--- src/rtl/max7219_pkg.sv ---
// Shared definitions for the MAX7219 serial receiver: register map, frame size, FSM states.
package max7219_pkg;

    localparam int unsigned FRAME_BITS = 16;

    localparam logic [3:0] ADDR_NOOP       = 4'h0;
    localparam logic [3:0] ADDR_DIGIT0     = 4'h1;
    localparam logic [3:0] ADDR_DIGIT1     = 4'h2;
    localparam logic [3:0] ADDR_DIGIT2     = 4'h3;
    localparam logic [3:0] ADDR_DIGIT3     = 4'h4;
    localparam logic [3:0] ADDR_DIGIT4     = 4'h5;
    localparam logic [3:0] ADDR_DIGIT5     = 4'h6;
    localparam logic [3:0] ADDR_DIGIT6     = 4'h7;
    localparam logic [3:0] ADDR_DIGIT7     = 4'h8;
    localparam logic [3:0] ADDR_DECODE     = 4'h9;
    localparam logic [3:0] ADDR_INTENSITY  = 4'hA;
    localparam logic [3:0] ADDR_SCAN_LIMIT = 4'hB;
    localparam logic [3:0] ADDR_SHUTDOWN   = 4'hC;
    localparam logic [3:0] ADDR_TEST       = 4'hF;

    typedef enum logic [1:0] {
        ST_IDLE,
        ST_SHIFT,
        ST_COMMIT
    } rx_state_t;

endpackage

--- src/rtl/max7219_receiver_if.sv ---
// Serial link between a MAX7219 driver (master) and the receiver model (slave).
interface max7219_receiver_if;
    logic sck;
    logic mosi;
    logic cs;

    modport master (output sck, output mosi, output cs);
    modport slave  (input  sck, input  mosi, input  cs);
endinterface

--- src/rtl/max7219_sync_edge.sv ---
// Multi-flop synchroniser for an asynchronous pin with registered-level edge strobes.
// All flops reset to 0, so a pin already high at reset shows up as a rise.
module max7219_sync_edge #(
    parameter int SYNC_STAGES = 2
) (
    input  logic clk,
    input  logic rst,
    input  logic i_async,
    output logic o_level,
    output logic o_rise,
    output logic o_fall
);

    logic [SYNC_STAGES-1:0] r_sync;
    logic                   r_prev;

    // Synchroniser chain plus one delayed copy of its output for edge detection
    always_ff @(posedge clk) begin
        if (rst) begin
            r_sync <= '0;
            r_prev <= 1'b0;
        end else begin
            r_sync <= {r_sync[SYNC_STAGES-2:0], i_async};
            r_prev <= r_sync[SYNC_STAGES-1];
        end
    end

    assign o_level = r_sync[SYNC_STAGES-1];
    assign o_rise  =  r_sync[SYNC_STAGES-1] & ~r_prev;
    assign o_fall  = ~r_sync[SYNC_STAGES-1] &  r_prev;

endmodule

--- src/rtl/max7219_receiver.sv ---
// MAX7219 serial receiver: synchronises sck/mosi/cs, assembles 16-bit frames and
// decodes them into the digit/control register file.
// Optional feature macro MAX7219_RX_DOUT_EN: adds daisy-chain output dout and
// accepts over-long frames (last 16 bits kept); otherwise over-long frames are errors.
module max7219_receiver
    import max7219_pkg::*;
#(
    parameter int SYNC_STAGES = 2
) (
    input  logic                     clk,
    input  logic                     rst,
    max7219_receiver_if.slave        link,
    output logic [63:0]              pixels,
    output logic [7:0]               decode_mode,
    output logic [3:0]               intensity,
    output logic [2:0]               scan_limit,
    output logic                     shutdown,
    output logic                     display_test,
    output logic                     frame_valid,
    output logic                     frame_err,
    output logic [3:0]               last_addr,
    output logic [7:0]               last_data
`ifdef MAX7219_RX_DOUT_EN
    ,
    output logic                     dout
`endif
);

    localparam logic [4:0] FRAME_CNT = 5'(FRAME_BITS);

    logic                   w_sck_level, w_sck_rise, w_sck_fall;
    logic                   w_cs_level, w_cs_rise, w_cs_fall;
    logic                   w_mosi;
    logic [3:0]             w_addr;
    logic [7:0]             w_data;
    logic                   w_accept;
    logic                   w_unused;

    logic [SYNC_STAGES-1:0] r_mosi_sync;
    rx_state_t              r_state;
    logic [FRAME_BITS-1:0]  r_sr;
    logic [4:0]             r_bit_cnt;
    logic [63:0]            r_pixels;
    logic [7:0]             r_decode;
    logic [3:0]             r_intensity;
    logic [2:0]             r_scan_limit;
    logic                   r_shutdown;
    logic                   r_test;
    logic                   r_frame_valid;
    logic                   r_frame_err;
    logic [3:0]             r_last_addr;
    logic [7:0]             r_last_data;

    max7219_sync_edge #(.SYNC_STAGES(SYNC_STAGES)) u_sync_sck (
        .clk     (clk),
        .rst     (rst),
        .i_async (link.sck),
        .o_level (w_sck_level),
        .o_rise  (w_sck_rise),
        .o_fall  (w_sck_fall)
    );

    max7219_sync_edge #(.SYNC_STAGES(SYNC_STAGES)) u_sync_cs (
        .clk     (clk),
        .rst     (rst),
        .i_async (link.cs),
        .o_level (w_cs_level),
        .o_rise  (w_cs_rise),
        .o_fall  (w_cs_fall)
    );

    // mosi only needs a level, delayed by the same depth as sck so they stay aligned
    always_ff @(posedge clk) begin
        if (rst) begin
            r_mosi_sync <= '0;
        end else begin
            r_mosi_sync <= {r_mosi_sync[SYNC_STAGES-2:0], link.mosi};
        end
    end

    assign w_mosi = r_mosi_sync[SYNC_STAGES-1];
    assign w_addr = r_sr[11:8];
    assign w_data = r_sr[7:0];

`ifdef MAX7219_RX_DOUT_EN
    assign w_accept = (r_bit_cnt >= FRAME_CNT);
`else
    assign w_accept = (r_bit_cnt == FRAME_CNT);
`endif

    assign w_unused = ^{r_sr[FRAME_BITS-1:12], w_sck_fall, w_sck_level, w_cs_level};

    // Frame FSM: shift while cs is low, then commit or reject the frame for one cycle
    always_ff @(posedge clk) begin
        if (rst) begin
            r_state       <= ST_IDLE;
            r_sr          <= '0;
            r_bit_cnt     <= '0;
            r_pixels      <= '0;
            r_decode      <= '0;
            r_intensity   <= '0;
            r_scan_limit  <= '0;
            r_shutdown    <= 1'b1;
            r_test        <= 1'b0;
            r_frame_valid <= 1'b0;
            r_frame_err   <= 1'b0;
            r_last_addr   <= '0;
            r_last_data   <= '0;
        end else begin
            r_frame_valid <= 1'b0;
            r_frame_err   <= 1'b0;
            unique case (r_state)
                ST_IDLE: begin
                    if (w_cs_fall) begin
                        r_state   <= ST_SHIFT;
                        r_sr      <= '0;
                        r_bit_cnt <= '0;
                    end
                end
                ST_SHIFT: begin
                    // a cs rise in the same cycle as an sck rise ends the frame unshifted
                    if (w_cs_rise) begin
                        r_state <= ST_COMMIT;
                    end else if (w_sck_rise) begin
                        r_sr <= {r_sr[FRAME_BITS-2:0], w_mosi};
                        if (r_bit_cnt != '1) begin
                            r_bit_cnt <= r_bit_cnt + 5'd1;
                        end
                    end
                end
                ST_COMMIT: begin
                    r_state <= ST_IDLE;
                    if (w_accept) begin
                        r_frame_valid <= 1'b1;
                        r_last_addr   <= w_addr;
                        r_last_data   <= w_data;
                        for (int unsigned d = 0; d < 8; d++) begin
                            if (w_addr == 4'(ADDR_DIGIT0 + d)) begin
                                r_pixels[(7 - d) * 8 +: 8] <= w_data;
                            end
                        end
                        case (w_addr)
                            ADDR_DECODE:     r_decode     <= w_data;
                            ADDR_INTENSITY:  r_intensity  <= w_data[3:0];
                            ADDR_SCAN_LIMIT: r_scan_limit <= w_data[2:0];
                            ADDR_SHUTDOWN:   r_shutdown   <= ~w_data[0];
                            ADDR_TEST:       r_test       <= w_data[0];
                            default: ;
                        endcase
                    end else begin
                        r_frame_err <= 1'b1;
                    end
                end
                default: r_state <= ST_IDLE;
            endcase
        end
    end

`ifdef MAX7219_RX_DOUT_EN
    logic r_dout;

    // Daisy-chain output: the bit falling off the top of the shift register
    always_ff @(posedge clk) begin
        if (rst) begin
            r_dout <= 1'b0;
        end else if (w_sck_fall) begin
            r_dout <= r_sr[FRAME_BITS-1];
        end
    end

    assign dout = r_dout;
`endif

    assign pixels       = r_pixels;
    assign decode_mode  = r_decode;
    assign intensity    = r_intensity;
    assign scan_limit   = r_scan_limit;
    assign shutdown     = r_shutdown;
    assign display_test = r_test;
    assign frame_valid  = r_frame_valid;
    assign frame_err    = r_frame_err;
    assign last_addr    = r_last_addr;
    assign last_data    = r_last_data;

endmodule

--- src/flat_wrapper.sv ---
// flat-port wrapper written by rule: the top's interface ports become plain ports
module max7219_receiver_flat import max7219_pkg::*;
#(
    parameter int SYNC_STAGES = 2
)
  (clk, rst, pixels, decode_mode, intensity, scan_limit, shutdown, display_test, frame_valid, frame_err, last_addr, last_data, link_sck, link_mosi, link_cs);
  max7219_receiver_if link_i ();
  input  logic clk;
  input  logic rst;
  output logic [63:0] pixels;
  output logic [7:0] decode_mode;
  output logic [3:0] intensity;
  output logic [2:0] scan_limit;
  output logic shutdown;
  output logic display_test;
  output logic frame_valid;
  output logic frame_err;
  output logic [3:0] last_addr;
  output logic [7:0] last_data;
  input wire logic [$bits(link_i.sck)-1:0] link_sck;
  input wire logic [$bits(link_i.mosi)-1:0] link_mosi;
  input wire logic [$bits(link_i.cs)-1:0] link_cs;
  assign link_i.sck = link_sck;
  assign link_i.mosi = link_mosi;
  assign link_i.cs = link_cs;
  max7219_receiver #(.SYNC_STAGES(SYNC_STAGES)) u_core (.clk(clk), .rst(rst), .link(link_i), .pixels(pixels), .decode_mode(decode_mode), .intensity(intensity), .scan_limit(scan_limit), .shutdown(shutdown), .display_test(display_test), .frame_valid(frame_valid), .frame_err(frame_err), .last_addr(last_addr), .last_data(last_data));
endmodule
--- config.mk ---
export PLATFORM = sky130hd
export DESIGN_NAME = max7219_receiver_flat
export DESIGN_NICKNAME = d
export VERILOG_FILES = /design/src/rtl/max7219_pkg.sv /design/src/rtl/max7219_receiver_if.sv /design/src/rtl/max7219_sync_edge.sv /design/src/rtl/max7219_receiver.sv /design/src/flat_wrapper.sv
export SDC_FILE = /design/constraint.sdc
export NUM_CORES = 1
export LEC_CHECK = 0
export ABC_AREA = 1
export CORE_MARGIN = 4
export CORE_UTILIZATION = 27
export CTS_BUF_LIST = sky130_fd_sc_hd__clkbuf_4
export DETAILED_ROUTE_END_ITERATION = 12
export PLACE_DENSITY_LB_ADDON = 0.12
export SLEW_MARGIN = 40
export SYNTH_ARGS = -nofsm -noshare
export SYNTH_HDL_FRONTEND = slang
export SYNTH_SLANG_ARGS = --single-unit
--- constraint.sdc ---
create_clock -name clk -period 2.2 [get_ports clk]
set_clock_uncertainty 0.2 [all_clocks]
set_input_delay 0.44 -clock clk [delete_from_list [all_inputs] [get_ports clk]]
set_output_delay 0.44 -clock clk [all_outputs]
set_load 0.02 [all_outputs]
==> qor.yml <==
placed_design:
  post-dp-hpwl_um: 10400
  portBuffers: 99
  dp.cells: 931
  gp_congestion: 0.857
  pre_cts_ws_ns: 0.245
routing:
  post-route-drc-count: 0
  routedWlPerCell_um: 15.7
  route.vias.total: 4611
  drt.antenna.violating_nets: 0
  wirelength_um: 15100
  viasPerCell: 4.78
  drtPass1Iterations: 5
  first_iter_violations: 426
logic_synthesis:
  netlist_area_um2: 4840
  synth_seq_area_share_pct: 50.5
  netlist.area_leader.share_pct: 50.5
  synth-edff-count: 0
  synth_top_area_cell: "dfxtp_1"
  synthCells: 628
  syn_nets: 636
  syn_area_per_cell_um2: 7.71
  async_flop_share_pct: 0
  synth.area.top_cells: "dfxtp_1 50%, a21oi_1 11%, nand2_1 9.8%"
  ys.warnings.count: 0
  synth_flop_cell: "dfxtp_1"
  synth_cell_types: 23
  ys_seq_elements: 122
clock_network:
  cts.clk_slew.worst_paths_ns: 0.11
  htreeDepth: 4
  holdBufCountCts: 0
  clk_latency_ns: 0.54
  cts_sinks: 122
  cts.path.max_buffers: 2
  cts_tree: "built"
  cts_setup_buffers: 0
  numCtsBuffers: 17
  clock-root-buffer: "clkbuf_4"
timing:
  fmax_ghz: 0.468
  drv_slew: 0
  tns_ns: 0
  worst_pin_slew_ns: 0.601
  fin_crit_ns: 2.14
  fin_crit_sh_pct: 97.1
  hold_viol: 0
  hold_ws_ns: 0.207
  setup_viol: 0
  slew_headroom_pct: 59.9
  setup_slack_ns: 0.0644
  rsz0062_at_grt: "no"
min_path:
  hold_class: "primary input to flip-flop"
  worstHoldEndpoint: "u_core.u_sync_cs.r_sync[0]"
  worstHoldStart: "link_cs"
  min_path_cells: 3
global_route:
  grt-ovfl-total: 0
  grt_usage_pct: 15.2
  grt_first_pass_wirelength_um: 24000
  antenna_found_initial: 1
  grt_start_max_net_pins: 101
  grt_pass1_vias: 4370
power:
  power_leakage_uw: 0.00301
  powerDensity_nw_per_um2: 640
  max-vdd-ir-drop_uv: 385
finish:
  drive_gt1_share_pct: 10.3
  final_cells: 964
  nets: 733
  syn2layout_area_growth_pct: 32.9
  fillers: 1824
  multi_input_area_um2: 2060
  regArea_um2: 2440
setup_path:
  reg2reg_to: "u_core.pixels[38]"
  crit_arrival_ns: 1.50
  reg2reg_from: "u_core.r_bit_cnt[0]"
  crit_chain: "clkdlybuf4s50_1"
  crit_path_end_kind: "primary output"
  cp_top_family: "buffers and inverters"
  cp-start-kind: "flip-flop"
  required_ns: 1.56
  crit_buf_inv: 1
  cpPeakStageDelay_ns: 0.61
  crit_path_top_delay_cell: "clkdlybuf4s50_1"
  path_class: "flip-flop to primary output"
  regToRegSetupSlack_ns: 0.22
  crit_path_max_fanout: 2
  reg2regPathDepth: 9
die:
  start_util_pct: 27.8
  fp-row-count: 48
  fp.coreArea_um2: 17400
  die_w_um: 142
  die_height_um: 142
  io_pins: 100
  die_area_um2: 20100
run:
  max_cap_violations: 0
status:
  status: "completed"
-- power by group --
part           internal (uW)  switching, uW  total (uW)
clock network            899            851        1750
logic                   38.2            107         145
registers               2220           6.77        2220
total                   3150            964        4120
-- layout by cell type, fill, tap and decap left out, types with 4 or more instances in the layout --
master           count
dfxtp_1            122
clkdlybuf4s50_1     10
bufinv_16            4
o21ai_0             13
clkinv_2             4
buf_4               19
nor2_2               6
a21oi_1            102
nand4_1             40
nor2_4               9
nand3_1             67
clkbuf_4            18
nand2_2              4
dlygate4sd2_1       54
dlymetal6s2s_1      34
nor2_1              46
inv_1               37
nand2_1            127
-- routing by layer --
layer | track usage, % | vias to the layer above | routed length, um
li1 | - | 2308 | -
met3 | 4.48 | 17 | 874
met1 | 20.4 | 2173 | 7040
met5 | 0 | - | 0
met4 | 5.15 | 0 | 235
met2 | 23.5 | 113 | 6970
-- registers in the layout, indices dropped and copies added (netlist names), 2 cells and up --
signal                    count
u_core.r_state                2
u_core.u_sync_sck.r_sync      2
u_core.u_sync_cs.r_sync       2
u_core.r_sr                  12
u_core.r_mosi_sync            2
u_core.decode_mode            8
u_core.pixels                64
u_core.scan_limit             3
u_core.last_data              8
u_core.last_addr              4
u_core.r_bit_cnt              5
u_core.intensity              4
-- how the worst max path moves through the flow --
stage                                   start                   to  slack [ns]  depth (start not counted)
final                        u_core.pixels[1]            pixels[1]        0.06                          1
after global routing         u_core.pixels[1]            pixels[1]      0.0003                          1
after CTS                   u_core.pixels[51]           pixels[51]     0.00007                          1
after detailed placement  u_core.r_bit_cnt[0]    u_core.pixels[38]        0.24                          9
after global placement    u_core.r_bit_cnt[0]  u_core.intensity[0]        0.25                         10
after floorplan           u_core.r_bit_cnt[0]  u_core.r_bit_cnt[1]        0.51                          8
-- per-stage QoR --
step	power (uW)	cell area, um^2	utilization (%)
finish	4120	6430	36.9
global route	4290	6430	36.9
CTS	4180	6350	36.4
detailed placement	2420	6100	35.0
global placement	2420	6100	35.0
floorplan	2380	4840	-
-- cells in the mapped netlist (all sizes together) (3+ instances only) --
master	count
inv	41
nand2	131
dfxtp	122
clkbuf	25
ha	3
nand4	40
nand3	68
o21ai	15
nor2	61
buf	16
nor3	3
a21oi	102
-- tightest hold or removal path, delay by kind of cell --
kind          cells  cell delay (ns)
buf+inv           2             0.44
simple gates      1             0.03
-- cell families (layout without fill, tap and decap cells) --
kind of cell               after synthesis  in the layout  synth area share (%)
and+or+nand+nor                        304            304                  29.5
adders and majority gates                3              3                 0.775
buffers and inverters                   82            192                  7.06
AOI/OAI and AO/OA                      117            117                  12.2
DFF                                    122            122                  50.5
other                                    0              1                     0
-- final cells by class --
type	count	share of cell area, %
Clock buffer	18	2.10
Multi-Input combinational cell	424	32.0
Sequential cell	122	38.0
Clock inverter	14	2.78
Timing Repair Buffer	119	18.4
Inverter	41	2.43
Tap cell	225	4.37
Antenna cell	1	0.0389
-- what timing repair did --
| item | 4_1_cts | 5_1_grt |
|---|---|---|
| setup endpoints to repair | 54 | 34 |
| gates cloned | 0 | 0 |
| gates resized for setup | 54 | 34 |
No activity file was read; power rests on OpenSTA's default activity.
